--- src/rtl/ddr_memory_pkg.sv ---
// Shared types and default sizing for the ddr_memory model.
package ddr_mem_pkg;

  typedef enum logic [1:0] {
    IDLE  = 2'd0,
    WRITE = 2'd1,
    READ  = 2'd2
  } state_t;

  localparam int unsigned DEF_ADDR_WIDTH = 4;
  localparam int unsigned DEF_DATA_WIDTH = 32;
  localparam int unsigned DEF_MEM_SIZE   = 16;

endpackage

--- src/rtl/ddr_memory_if.sv ---
// Command/response bundle between a stimulus master and the ddr_memory slave.
interface ddr_memory_if #(
  parameter int unsigned ADDR_WIDTH = ddr_mem_pkg::DEF_ADDR_WIDTH,
  parameter int unsigned DATA_WIDTH = ddr_mem_pkg::DEF_DATA_WIDTH
) ();

  logic                  reset;
  logic                  wr;
  logic                  rd;
  logic [ADDR_WIDTH-1:0] addr;
  logic [DATA_WIDTH-1:0] wdata;
  logic [DATA_WIDTH-1:0] rdata;
  logic                  slv_rsp;

  modport master (
    output reset, wr, rd, addr, wdata,
    input  rdata, slv_rsp
  );

  modport slave (
    input  reset, wr, rd, addr, wdata,
    output rdata, slv_rsp
  );

endinterface

--- src/rtl/ddr_memory.sv ---
// Single-port word memory: a command is captured in IDLE and completes one
// cycle later with a registered one-cycle response pulse.
module ddr_memory
  import ddr_mem_pkg::*;
#(
  parameter int unsigned ADDR_WIDTH = DEF_ADDR_WIDTH,
  parameter int unsigned DATA_WIDTH = DEF_DATA_WIDTH,
  parameter int unsigned MEM_SIZE   = DEF_MEM_SIZE
) (
  input logic         clk,
  ddr_memory_if.slave mem
);

  state_t                state_q, state_d;
  logic [ADDR_WIDTH-1:0] addr_q;
  logic [DATA_WIDTH-1:0] wdata_q;
  logic [DATA_WIDTH-1:0] rdata_q;
  logic                  rsp_q;
  logic [DATA_WIDTH-1:0] ram [MEM_SIZE];

  logic                  capture;
  logic                  ram_we;
  logic                  rd_en;
  logic                  in_range;

  assign in_range = (32'(addr_q) < MEM_SIZE);

  always_ff @(posedge clk or negedge mem.reset) begin
    if (!mem.reset) state_q <= IDLE;
    else            state_q <= state_d;
  end

  // Simultaneous wr/rd is an illegal command and is dropped in IDLE.
  always_comb begin
    state_d = state_q;
    case (state_q)
      IDLE: begin
        if (mem.wr && !mem.rd)      state_d = WRITE;
        else if (mem.rd && !mem.wr) state_d = READ;
      end
      WRITE:   state_d = IDLE;
      READ:    state_d = IDLE;
      default: state_d = IDLE;
    endcase
  end

  always_comb begin
    capture = 1'b0;
    ram_we  = 1'b0;
    rd_en   = 1'b0;
    case (state_q)
      IDLE:    capture = (mem.wr ^ mem.rd);
      WRITE:   ram_we  = in_range;
      READ:    rd_en   = 1'b1;
      default: ;
    endcase
  end

  always_ff @(posedge clk or negedge mem.reset) begin
    if (!mem.reset) begin
      addr_q  <= '0;
      wdata_q <= '0;
      rdata_q <= '0;
      rsp_q   <= 1'b0;
      for (int unsigned i = 0; i < MEM_SIZE; i++) ram[i] <= '0;
    end else begin
      rsp_q <= (state_q == WRITE) || (state_q == READ);
      if (capture) begin
        addr_q  <= mem.addr;
        wdata_q <= mem.wdata;
      end
      if (ram_we) ram[addr_q] <= wdata_q;
      if (rd_en)  rdata_q <= in_range ? ram[addr_q] : '0;
    end
  end

  assign mem.rdata   = rdata_q;
  assign mem.slv_rsp = rsp_q;

endmodule

--- src/flat_wrapper.sv ---
// flat-port wrapper written by rule: the top's interface ports become plain ports
module ddr_memory_flat import ddr_mem_pkg::*;
#(
  parameter int unsigned ADDR_WIDTH = DEF_ADDR_WIDTH,
  parameter int unsigned DATA_WIDTH = DEF_DATA_WIDTH,
  parameter int unsigned MEM_SIZE   = DEF_MEM_SIZE
)
  (clk, mem_reset, mem_wr, mem_rd, mem_addr, mem_wdata, mem_rdata, mem_slv_rsp);
  ddr_memory_if #(.ADDR_WIDTH(ADDR_WIDTH), .DATA_WIDTH(DATA_WIDTH)) mem_i ();
  input logic clk;
  input wire logic [$bits(mem_i.reset)-1:0] mem_reset;
  input wire logic [$bits(mem_i.wr)-1:0] mem_wr;
  input wire logic [$bits(mem_i.rd)-1:0] mem_rd;
  input wire logic [$bits(mem_i.addr)-1:0] mem_addr;
  input wire logic [$bits(mem_i.wdata)-1:0] mem_wdata;
  output wire logic [$bits(mem_i.rdata)-1:0] mem_rdata;
  output wire logic [$bits(mem_i.slv_rsp)-1:0] mem_slv_rsp;
  assign mem_i.reset = mem_reset;
  assign mem_i.wr = mem_wr;
  assign mem_i.rd = mem_rd;
  assign mem_i.addr = mem_addr;
  assign mem_i.wdata = mem_wdata;
  assign mem_rdata = mem_i.rdata;
  assign mem_slv_rsp = mem_i.slv_rsp;
  ddr_memory #(.ADDR_WIDTH(ADDR_WIDTH), .DATA_WIDTH(DATA_WIDTH), .MEM_SIZE(MEM_SIZE)) u_core (.clk(clk), .mem(mem_i));
endmodule
--- config.mk ---
export PLATFORM = sky130hd
export DESIGN_NAME = ddr_memory_flat
export DESIGN_NICKNAME = d
export VERILOG_FILES = /design/src/rtl/ddr_memory_pkg.sv /design/src/rtl/ddr_memory_if.sv /design/src/rtl/ddr_memory.sv /design/src/flat_wrapper.sv
export SDC_FILE = /design/constraint.sdc
export NUM_CORES = 1
export LEC_CHECK = 0
export CORE_ASPECT_RATIO = 0.7
export CORE_MARGIN = 1
export CORE_UTILIZATION = 55
export CTS_CLUSTER_SIZE = 12
export DETAILED_ROUTE_END_ITERATION = 8
export PLACE_DENSITY_LB_ADDON = 0.08
export RECOVER_POWER = 50
export REMOVE_ABC_BUFFERS = 1
export SETUP_SLACK_MARGIN = 0.15
export SYNTH_ARGS = -nofsm -noshare
export SYNTH_HDL_FRONTEND = slang
export SYNTH_SLANG_ARGS = --single-unit
--- constraint.sdc ---
create_clock -name clk -period 2.8 [get_ports clk]
set_input_delay 0.42 -clock clk [delete_from_list [all_inputs] [get_ports clk]]
set_output_delay 0.42 -clock clk [all_outputs]
set_load 0.02 [all_outputs]
Yosys cells after proc, flatten, opt, wreduce, memory -nomap -nowiden
Index checks and enable logic that the tools add are counted.
{"block": "classes", "n_addsub": 0, "mul": 0, "div": 0, "n_lt_le_gt_ge": 2, "n_eq_ne": 3, "shift": 0, "mux": 12, "bitwise_logic": 2, "n_reduce_logical": 7}
{"op": "bitwise mux 512 bit", "n": 1}
{"op": "binary-select mux 32 bit (select 4 bit)", "n": 1}
{"op": "demux 32 bit (select 4 bit)", "n": 1}
{"op": "two-way mux 32 bit", "n": 3}
{"op": "two-way mux 2 bit", "n": 3}
{"op": ">= comparator 5 bit (second input constant)", "n": 1}
{"op": "less-than comparator 5 x 1 -> 1 bit (second input constant)", "n": 1}
{"op": "NOT 4 -> 5 bit", "n": 1}
{"op": "logical AND 1 bit", "n": 3}
{"op": "two-way mux 1 bit", "n": 3}
{"op": "inequality test 3 x 1 -> 1 bit (second input constant)", "n": 1}
{"op": "equality test 2 x 1 -> 1 bit (second input constant)", "n": 1}
{"op": "equality test 2 bit (second input constant)", "n": 1}
{"op": "zero test 1 bit", "n": 2}
{"op": "zero test 2 bit", "n": 1}
{"op": "logical OR 1 bit", "n": 1}
{"op": "XOR 1 bit", "n": 1}
{"block": "word_totals", "register_bits": 583, "latch_bits": 0, "ramBits": 0, "rom_bits": 0, "in_bits": 40, "out_inout_bits": 33, "elab_cells": 47, "n_memories": 0}

Longest topological paths before layout
{"block": "depth", "ltp_word": 6, "mapped_depth": 8}

Worst setup path after synthesis
OpenSTA, ideal clock, no wires.
{"block": "synth_path", "path_type": "input -> register", "start": "input port mem_rd", "end": "register u_core.wdata_q[15]", "arrival_ps": 1907, "setup_slack_ps": 768, "cell_stages": 6, "path_cell_list": "inv_1 > ha_1 > nor2b_1 > buf_1 > buf_1 > mux2_2"}
{"block": "synth_via", "elab_chain_cells": 2}
{"element": "start, declared", "line": "flat_wrapper.sv:13", "text": "input wire logic [$bits(mem_i.rd)-1:0] mem_rd;"}
{"element": "XOR 1 bit", "line": "ddr_memory.sv:52", "text": "IDLE: capture = (mem.wr ^ mem.rd);"}
{"element": "two-way mux 1 bit", "line": "ddr_memory.sv:51", "text": "case (state_q)"}
{"element": "end signal, assigned", "line": "ddr_memory.sv:70", "text": "wdata_q <= mem.wdata;"}
{"element": "end, declared", "line": "ddr_memory.sv:16", "text": "logic [DATA_WIDTH-1:0] wdata_q;"}
No other way between the ends.
A chain may end at the register's enable or synchronous reset.

Worst setup path in the final report
{"block": "layout_path", "start": "register u_core.state_q[0]", "end": "register u_core.wdata_q[5]"}
{"block": "layout_via", "elab_chain_cells": 2}
{"element": "start, declared", "line": "ddr_memory.sv:14", "text": "state_t state_q, state_d;"}
{"element": "start signal, assigned", "line": "ddr_memory.sv:30", "text": "else state_q <= state_d;"}
{"element": "zero test 2 bit", "line": "ddr_memory.sv:51"}
{"element": "two-way mux 1 bit", "line": "ddr_memory.sv:51"}
No other way between the ends.

==> results.json <==
{
  "clk_pin_slew_worst_paths_ns": 0.06,
  "portBuffers": 72,
  "post-route-util": 0.637,
  "fin_crit_sh": 0.879,
  "crit_path_top_delay_cell": "buf_2",
  "drv_cap": 0,
  "final_max_slew_viol_count": 0,
  "synthTopCellsByArea": "dfrtp_1, mux2_2, mux2i_1",
  "gp_congestion": 0.763,
  "h-tree-depth": 2,
  "status": "complete, no violations",
  "syn_area_um2": 25700,
  "vias": 15100,
  "ys_ff_latch": 583,
  "antenna_found_initial": 0,
  "hold_path.class": "in -> reg",
  "cp_top_family": "buffers and inverters",
  "syn_to_final_growth_pct": 13.1,
  "power.total_mw": 33.1,
  "grt-ovfl-total": 0,
  "drtIter0Drc": 1016,
  "critical_path.cell_chain": "inv_1 -> ha_1 -> nor2b_1 -> buf_2 -> mux2_2",
  "yosysTopAreaCellShare": 0.569,
  "track_usage": 0.271,
  "grt_max_degree": 102,
  "cts_made_buffers": 57,
  "die_x_um": 260,
  "num_antenna_cells": 0,
  "post_cts_buffers": 0,
  "synthXorXnorAreaFrac": 0,
  "muxShareOfSynthArea": 0.352,
  "syn_inst": 1738,
  "wl_per_cell_um": 25.4,
  "initial_core_util": 0.563,
  "grt_pass1_wl_mm": 97.5,
  "grt_pass1_vias": 16100,
  "worst-path-max-fanout": 38,
  "critPathMaxStageDelay_ns": 0.96,
  "yosys.area.top_type": "dfrtp_1",
  "grt_setup_unrepaired": "false",
  "vdd_ir_drop_max_v": 0.000662,
  "die_y_um": 183,
  "synthTopCellsByCount": "dfrtp_1, mux2_2, mux2i_1",
  "via_per_inst": 6.20,
  "cts.sinks": 583,
  "relSlewSlack": 0.130,
  "drc_errors": 0,
  "crit_path_end_kind": "flop",
  "num_rows": 65,
  "synth.avg_cell_area_um2": 14.8,
  "wl_mm": 61.7,
  "critPathBufInv": 2,
  "cts_buffer_depth": 3,
  "nNetsFinal": 1843,
  "power.density_nw_per_um2": 1140,
  "layout_min_cycle_time_ns": 2.46,
  "yosys.cell_types.count": 29,
  "dpl.hpwl_mm": 36.7,
  "synth_most_common_cell": "dfrtp_1",
  "worst_pin_slew_ns": 1.30,
  "synth_warnings": 0,
  "ys_async_sr_fraction": 1.00,
  "synth_flop_cell": "dfrtp_1",
  "cts_root_buf": "clkbuf_16",
  "detail-route-antenna-nets": 0,
  "die-area_um2": 47500,
  "synth-adder-area-share": 0.00244,
  "cts_tree": "yes",
  "insertion_delay_ns": 0.58,
  "power_leakage_nw": 13.3,
  "ys_seq_area_frac": 0.569,
  "start_kind": "flop",
  "ios": 73,
  "synth_compound_area_frac": 0.0360,
  "synth-simple-area-share": 0.0138,
  "synth-edff-count": 0,
  "clock.fmax_ghz": 0.407,
  "drive_above_1_share": 0.421,
  "dr.pass1.iters": 5,
  "setup_viol": 0,
  "crit_arrival_ns": 2.92,
  "crit_required_ns": 3.26,
  "synth_top_family_by_area": "multiplexers",
  "hold_violations": 0,
  "core-area_um2": 45500,
  "finalClockSkew_ns": 0.00989,
  "worstSetupPathType": "reg -> reg"
}
## layout by cell type, fill, tap and decap left out, types with 2 or more instances in the layout
cell type        instances
clkbuf_1                24
nand3b_1                 4
a21oi_1                 18
mux2_1                   7
dfrtp_1                581
o22ai_1                 64
nor2_1                  49
inv_1                    6
o21ai_0                 16
a211oi_1                18
nor2_4                   9
nand2_1                  5
dfrtp_4                  2
clkbuf_4                 3
nor3b_1                  2
nand3_2                  4
buf_12                  17
or3_2                    3
clkbuf_16               57
nor2b_1                  2
mux2i_1                156
mux2_2                 557
mux4_2                  50
clkbuf_8                 7
ha_1                     4
a221oi_1                14
a31oi_1                 14
buf_4                   52
clkdlybuf4s50_1         71
## layer usage
metal | global-route usage | vias to the layer above | wire length [um]
li1 | - | 6485 | -
met1 | 0.411 | 8172 | 29600
met2 | 0.415 | 305 | 28200
met3 | 0.0363 | 105 | 2470
met4 | 0.0688 | 0 | 1340
met5 | 0 | - | 0
## stage by stage
step | cell area [um2] | std cells | setup TNS, ns | hold slack (ns) | setup WS (ns)
after floorplan | 25000 | 1590 | -2862.41 | 0.124 | -5.97
after global placement | 27400 | 2341 | 0 | 0.363 | 0.464
after detailed placement | 27400 | 2341 | 0 | 0.365 | 0.412
after CTS | 29100 | 2430 | 0 | 0.347 | 0.400
after global routing | 29000 | 2430 | 0 | 0.435 | 0.164
final | 29000 | 2430 | 0 | 0.436 | 0.340
## worst reg2reg max path, cell delays in order (launching register included)
cell and delay (ns):
dfrtp_1 0.38, inv_1 0.14, ha_1 0.22, nor2b_1 0.14, buf_2 0.96, mux2_2 0.48
## path summary, 6_finish.rpt
path | from | slack [ns] | cells after the start | end
max | u_core.state_q[0] | 0.34 | 5 | u_core.wdata_q[5]
min reg2reg | u_core.ram[100] | 0.50 | 1 | u_core.ram[100]
max in group asynchronous | mem_reset | 0.54 | 3 | u_core.wdata_q[8]
min in group asynchronous | mem_reset | 0.67 | 2 | u_core.ram[85]
min | mem_addr[2] | 0.44 | 3 | u_core.addr_q[2]
max reg2reg | u_core.state_q[0] | 0.34 | 5 | u_core.wdata_q[5]
## kinds of logic after synthesis
| group | after synthesis |
|---|---|
| compound gates | 145 |
| fa+ha+maj | 5 |
| buf+inv | 154 |
| flops | 583 |
| mux | 770 |
| simple gates | 81 |
## sequential cells by signal (all words and copies together) (netlist names)
register and count:
u_core.addr_q 4, u_core.mem.rdata 32, u_core.mem.slv_rsp 1, u_core.ram 512, u_core.state_q 2, u_core.wdata_q 32
## power breakdown
group          internal [mW]  switching [mW]
Combinational           6.21            4.73
Clock                   3.97            3.03
Sequential              12.2            2.98
Total                   22.4            10.7
## final cells by class
cell class,count,area (um2)
fill,3398,16500
sequential,583,14600
multi-input combinational,1001,10500
clock buffer,86,1610
timing repair buffer,149,1500
tap,603,754
clock inverter,2,35.0
inverter,6,22.5
## timing repair
action	4_1_cts	5_1_grt
hold endpoints to repair	34	0
gates resized for setup	0	0
hold buffers	1	0
Note: power is estimated with default switching activity, not from simulation.
